$ cat src/rtl/sprite_hit_pipeline.sv
// Purpose: per-pixel sprite hit test against frame-latched sprite positions; reports winning sprite + offsets.
// Latency: 2 cycles from pix_* to out_*, one pixel per cycle, fully pipelined.
// Backpressure: none; the pipeline never stalls, and pix_valid==0 cycles shift through as bubbles.
//
// Ports:
//   clock, reset           posedge clock, synchronous active-low reset
//   sprite_x / sprite_y    32 bits per sprite, sprite i at [32*i +: 32] (live regfile taps)
//   screen_end             nonzero = game over, latched at frame_start
//   frame_start            one-cycle pulse; snapshots sprite positions and game-over flag
//   pix_valid/pix_x/pix_y  pixel under test
//   out_*                  stage-2 results; out_game_over is the latched game-over flag
module sprite_hit_pipeline #(
  parameter int N_SPRITES = 8,
  parameter int COORD_W   = 10,
  parameter int SPRITE_W  = 32,
  parameter int SPRITE_H  = 32,
  parameter int H_ACTIVE  = 640,
  parameter int V_ACTIVE  = 480
) (
  input  logic                          clock,
  input  logic                          reset,
  input  logic [32*N_SPRITES-1:0]       sprite_x,
  input  logic [32*N_SPRITES-1:0]       sprite_y,
  input  logic [31:0]                   screen_end,
  input  logic                          frame_start,
  input  logic                          pix_valid,
  input  logic [COORD_W-1:0]            pix_x,
  input  logic [COORD_W-1:0]            pix_y,
  output logic                          out_valid,
  output logic                          out_hit,
  output logic [2:0]                    out_idx,
  output logic [$clog2(SPRITE_W)-1:0]   out_offs_x,
  output logic [$clog2(SPRITE_H)-1:0]   out_offs_y,
  output logic                          out_game_over
);

  localparam int OXW = $clog2(SPRITE_W);
  localparam int OYW = $clog2(SPRITE_H);

  // Limits widened by one bit so sprite end positions never wrap.
  localparam logic [COORD_W:0] H_LIM  = (COORD_W+1)'(H_ACTIVE);
  localparam logic [COORD_W:0] V_LIM  = (COORD_W+1)'(V_ACTIVE);
  localparam logic [COORD_W:0] W_EXT  = (COORD_W+1)'(SPRITE_W);
  localparam logic [COORD_W:0] H_EXT  = (COORD_W+1)'(SPRITE_H);

  // Positions that do not fit in COORD_W bits collapse to all-ones, which is
  // always past the visible area and therefore disables the sprite.
  function automatic logic [COORD_W-1:0] sat(input logic [31:0] v);
    return (|v[31:COORD_W]) ? '1 : v[COORD_W-1:0];
  endfunction

  // Frame-latched sprite positions (tear-free snapshot).
  logic [COORD_W-1:0] sh_x [N_SPRITES];
  logic [COORD_W-1:0] sh_y [N_SPRITES];

  always_ff @(posedge clock) begin
    if (!reset) begin
      for (int i = 0; i < N_SPRITES; i++) begin
        sh_x[i] <= '1;
        sh_y[i] <= '1;
      end
      out_game_over <= 1'b0;
    end else if (frame_start) begin
      for (int i = 0; i < N_SPRITES; i++) begin
        sh_x[i] <= sat(sprite_x[32*i +: 32]);
        sh_y[i] <= sat(sprite_y[32*i +: 32]);
      end
      out_game_over <= |screen_end;
    end
  end

  // Per-sprite hit test and offsets (combinational, against current shadows).
  logic [N_SPRITES-1:0] hit_c;
  logic [OXW-1:0]       offx_c [N_SPRITES];
  logic [OYW-1:0]       offy_c [N_SPRITES];

  genvar g;
  generate
    for (g = 0; g < N_SPRITES; g++) begin : g_spr
      logic [COORD_W:0]   sx, sy, px, py, x_end, y_end;
      logic [COORD_W-1:0] dx, dy;
      logic               en;

      assign sx    = {1'b0, sh_x[g]};
      assign sy    = {1'b0, sh_y[g]};
      assign px    = {1'b0, pix_x};
      assign py    = {1'b0, pix_y};
      assign x_end = sx + W_EXT;
      assign y_end = sy + H_EXT;
      assign en    = (sx < H_LIM) && (sy < V_LIM);
      assign hit_c[g] = en && (px >= sx) && (px < x_end) && (py >= sy) && (py < y_end);

      // Only meaningful when hit; low bits of the difference are the in-sprite offset.
      assign dx = pix_x - sh_x[g];
      assign dy = pix_y - sh_y[g];
      assign offx_c[g] = dx[OXW-1:0];
      assign offy_c[g] = dy[OYW-1:0];
    end
  endgenerate

  // Stage 1 registers.
  logic [N_SPRITES-1:0] s1_hit;
  logic [OXW-1:0]       s1_offx [N_SPRITES];
  logic [OYW-1:0]       s1_offy [N_SPRITES];
  logic                 s1_vld;

  always_ff @(posedge clock) begin
    if (!reset) begin
      s1_vld <= 1'b0;
      s1_hit <= '0;
      for (int i = 0; i < N_SPRITES; i++) begin
        s1_offx[i] <= '0;
        s1_offy[i] <= '0;
      end
    end else begin
      s1_vld <= pix_valid;
      s1_hit <= hit_c;
      for (int i = 0; i < N_SPRITES; i++) begin
        s1_offx[i] <= offx_c[i];
        s1_offy[i] <= offy_c[i];
      end
    end
  end

  // Stage 2 priority encode: scan high to low so the lowest index wins.
  logic           win_hit;
  logic [2:0]     win_idx;
  logic [OXW-1:0] win_ox;
  logic [OYW-1:0] win_oy;

  always_comb begin
    win_hit = 1'b0;
    win_idx = '0;
    win_ox  = '0;
    win_oy  = '0;
    for (int i = N_SPRITES-1; i >= 0; i--) begin
      if (s1_hit[i]) begin
        win_hit = 1'b1;
        win_idx = 3'(i);
        win_ox  = s1_offx[i];
        win_oy  = s1_offy[i];
      end
    end
  end

  logic take;
  assign take = s1_vld && win_hit;

  always_ff @(posedge clock) begin
    if (!reset) begin
      out_valid  <= 1'b0;
      out_hit    <= 1'b0;
      out_idx    <= '0;
      out_offs_x <= '0;
      out_offs_y <= '0;
    end else begin
      out_valid  <= s1_vld;
      out_hit    <= take;
      out_idx    <= take ? win_idx : 3'd0;
      out_offs_x <= take ? win_ox  : '0;
      out_offs_y <= take ? win_oy  : '0;
    end
  end

endmodule
$ cat config.mk
export PLATFORM = sky130hd
export DESIGN_NAME = sprite_hit_pipeline
export DESIGN_NICKNAME = d
export VERILOG_FILES = /design/src/rtl/sprite_hit_pipeline.sv
export SDC_FILE = /design/constraint.sdc
export NUM_CORES = 1
export LEC_CHECK = 0
export ABC_CLOCK_PERIOD_IN_PS = 18200
export CORE_AREA = 2 2 226 228
export DETAILED_ROUTE_END_ITERATION = 6
export DIE_AREA = 0 0 228 230
export SKIP_LAST_GASP = 1
export SLEW_MARGIN = 5
export SYNTH_ARGS = -nofsm -noshare
export SYNTH_HDL_FRONTEND = slang
export SYNTH_SLANG_ARGS = --single-unit
export TNS_END_PERCENT = 50
$ cat constraint.sdc
create_clock -name clock -period 18.2 [get_ports clock]
set_input_delay 4.55 -clock clock [delete_from_list [all_inputs] [get_ports clock]]
set_output_delay 4.55 -clock clock [all_outputs]
set_load 0.01 [all_outputs]
==> impl_metrics.json <==
{
  "status": "finished clean",
  "ir_worst_vdd_v": 0.0000721,
  "hold_violations": 0,
  "max-cap-violations": 0,
  "grt_usage": 0.218,
  "die_area_um2": 52400,
  "synth_cell_types": 67,
  "fp.dieH_um": 230,
  "final_area_um2": 25500,
  "dpl-instance-area_um2": 24400,
  "fmax_ghz": 0.141,
  "grt_util_met3": 0.0372,
  "wl_per_cell_um": 18.8,
  "io_pins": 584,
  "seq_area_frac_synth": 0.389,
  "grt_pass1_wl_um": 90600,
  "final_common_cell": "clkdlybuf4s50_1",
  "area_growth_pct": 43.6,
  "synth.avg_cell_area_um2": 9.79,
  "fillCellCount": 4580,
  "relSlewSlack": 0.322,
  "whs_ps": 468,
  "tritoncts": "done",
  "first_global_vias": 16900,
  "core_region_area_um2": 49900,
  "finalNetCount": 3260,
  "rows": 82,
  "min_to": "out_offs_y[2]",
  "syn_area_um2": 17700,
  "grt_overflow_total": 0,
  "ys.flop_type": "edfxtp_1",
  "hold_buffers": 0,
  "yosysWarnings": 0,
  "timing.rr.end": "out_offs_x[2]",
  "syn_inst": 1813,
  "power_leakage_nw": 10.4,
  "place_congestion": 0.894,
  "antenna_found_initial": 3,
  "fin_tns_setup_ps": 0,
  "postRouteAntennaNets": 0,
  "numCtsBuffers": 31,
  "startpoint_type": "primary input",
  "layout-drive-gt1-share": 0.0319,
  "required_ps": 18660,
  "hold_class": "reg2reg",
  "postCtsResizedCells": 0,
  "insertion_delay_ps": 580,
  "setup_viol": 0,
  "wl_um": 58500,
  "ys_ff_latch": 265,
  "drcViolationCount": 0,
  "cts_buffer_depth": 3,
  "use_met2": 0.380,
  "ys_async_sr_fraction": 0,
  "clkSlewWorstSetupHoldPaths_ps": 60,
  "period_share": 0.390,
  "first_pass_iters": 6,
  "cp_max_fo": 8,
  "slew_viol_final": 0,
  "multiInputGateArea_um2": 10000,
  "start_util": 0.356,
  "busiest_layer": "met2",
  "htree_levels": 1,
  "rrSetupSlack_ps": 15420,
  "critical_path_class": "in2reg",
  "grt_setup_unrepaired": "no",
  "viasPerCell": 5.15,
  "die_width_um": 228,
  "clock_sink_count": 265,
  "pwr_density_cell_nw_per_um2": 67.4,
  "worst_pin_slew_ps": 991,
  "worst-r2r-cell-count": 6,
  "worst_clock_skew_ps": 14.3,
  "drtIter0Drc": 756,
  "synth_edf_count": 160,
  "totalPowerFinal_mw": 1.72,
  "r2r_start": "s1_hit[6]",
  "hold_depth": 2,
  "dp_hpwl_um": 48100,
  "final.min_clock_period_ps": 7090,
  "synth_nets": 2653,
  "crit_path_end_kind": "flip-flop",
  "regArea_um2": 6910,
  "cts_setup_buffers": 0,
  "vias": 16100,
  "cts-root-buf": "clkbuf_16",
  "crit_arrival_ps": 7560,
  "layout_common_cells": "clkdlybuf4s50_1 (583), ha_1 (256), inv_1 (193)",
  "hold_path.startpoint": "s1_offy[0][2]",
  "grtUsageMet1": 0.275,
  "grt_max_degree": 71,
  "io_buffers": 583
}
-- worst max path at each step --
stage / endpoint / slack (ps) / from / cells past startpoint
floorplan: sh_x[0][0] / 9230 / frame_start / 1
global placement: s1_hit[3] / 10680 / pix_y[1] / 9
finish: s1_hit[3] / 11110 / pix_x[0] / 11
CTS: s1_hit[6] / 11190 / pix_y[1] / 9
detailed placement: s1_hit[4] / 10610 / pix_y[1] / 9
global route: s1_hit[6] / 10880 / pix_y[1] / 9
-- synth_stat cells (7+ instances only) --
cell type | count | area, µm²
nand2_1 | 69 | 259
a211o_1 | 9 | 78.8
o211ai_1 | 7 | 52.6
and2_1 | 12 | 75.1
o21ai_1 | 15 | 75.1
nand2b_1 | 8 | 50.1
or3_1 | 160 | 1000
a221oi_1 | 18 | 158
xnor2_1 | 61 | 534
nor4_1 | 96 | 601
xor2_1 | 14 | 123
o31ai_1 | 13 | 97.6
o2111ai_1 | 12 | 105
nor3_1 | 47 | 235
a2111oi_0 | 9 | 78.8
a211oi_1 | 18 | 135
nor2b_1 | 40 | 250
fa_1 | 16 | 320
ha_1 | 256 | 3200
o21ai_0 | 41 | 205
nand3_1 | 47 | 235
a221o_1 | 8 | 80.1
o21a_1 | 23 | 173
nor2_1 | 110 | 413
a21oi_1 | 70 | 350
clkbuf_1 | 12 | 45.0
dfxtp_1 | 105 | 2100
inv_1 | 193 | 724
a21o_1 | 30 | 225
nand4_1 | 38 | 238
and4_1 | 7 | 61.3
edfxtp_1 | 160 | 4800
-- critical path: stages --
cell and delay (ps):
clkdlybuf4s50_1 400, inv_1 300, ha_1 240, inv_1 60
fa_1 400, a21o_1 190, a21oi_1 210, a21oi_1 100
a2111oi_0 880, a211o_1 190, nor3_1 50
-- layout make-up --
class / count / area share
clock buffers: 42 / 0.0326
multi-input cells: 1326 / 0.392
well taps: 672 / 0.0330
flip-flops and latches: 265 / 0.271
clock inverters: 16 / 0.00825
repair buffers: 597 / 0.233
diodes: 3 / 0.000295
inverters: 199 / 0.0293
-- power breakdown --
| part | internal (mW) | switching [mW] | total [mW] |
|---|---|---|---|
| registers | 0.674 | 0.0217 | 0.696 |
| logic | 0.215 | 0.170 | 0.385 |
| clock network | 0.389 | 0.247 | 0.636 |
| total | 1.28 | 0.439 | 1.72 |
-- kinds of logic after synthesis --
group | after synthesis | synth area share
simple gates | 657 | 0.203
fa+ha+maj | 272 | 0.199
flops | 265 | 0.389
xor+xnor | 75 | 0.0370
compound gates | 322 | 0.125
buf+inv | 222 | 0.0475
-- registers in the layout, indices dropped and copies added (netlist names) --
name and count:
s1_offx 40, sh_x 80, s1_hit 8, out_offs_x 5, out_valid 1, out_hit 1
s1_offy 40, sh_y 80, out_offs_y 5, out_game_over 1, out_idx 3, s1_vld 1
-- routing by layer --
metal | share of wire | routed length, µm | up-vias
met2 | 0.49 | 28500 | 446
met3 | 0.055 | 3200 | 97
met4 | 0.031 | 1830 | 2
met5 | 0.00022 | 13 | -
li1 | - | - | 8010
met1 | 0.43 | 25000 | 7502
-- per-stage QoR --
step	util	std cells	setup slack [ps]
2_1_floorplan	-	1813	9230
3_3_place_gp	0.490	3059	10680
3_5_place_dp	0.490	3059	10610
4_1_cts	0.511	3117	11190
5_1_grt	0.511	3119	10880
6_report	0.511	3120	11110
Note: power is estimated with default switching activity, not from simulation.
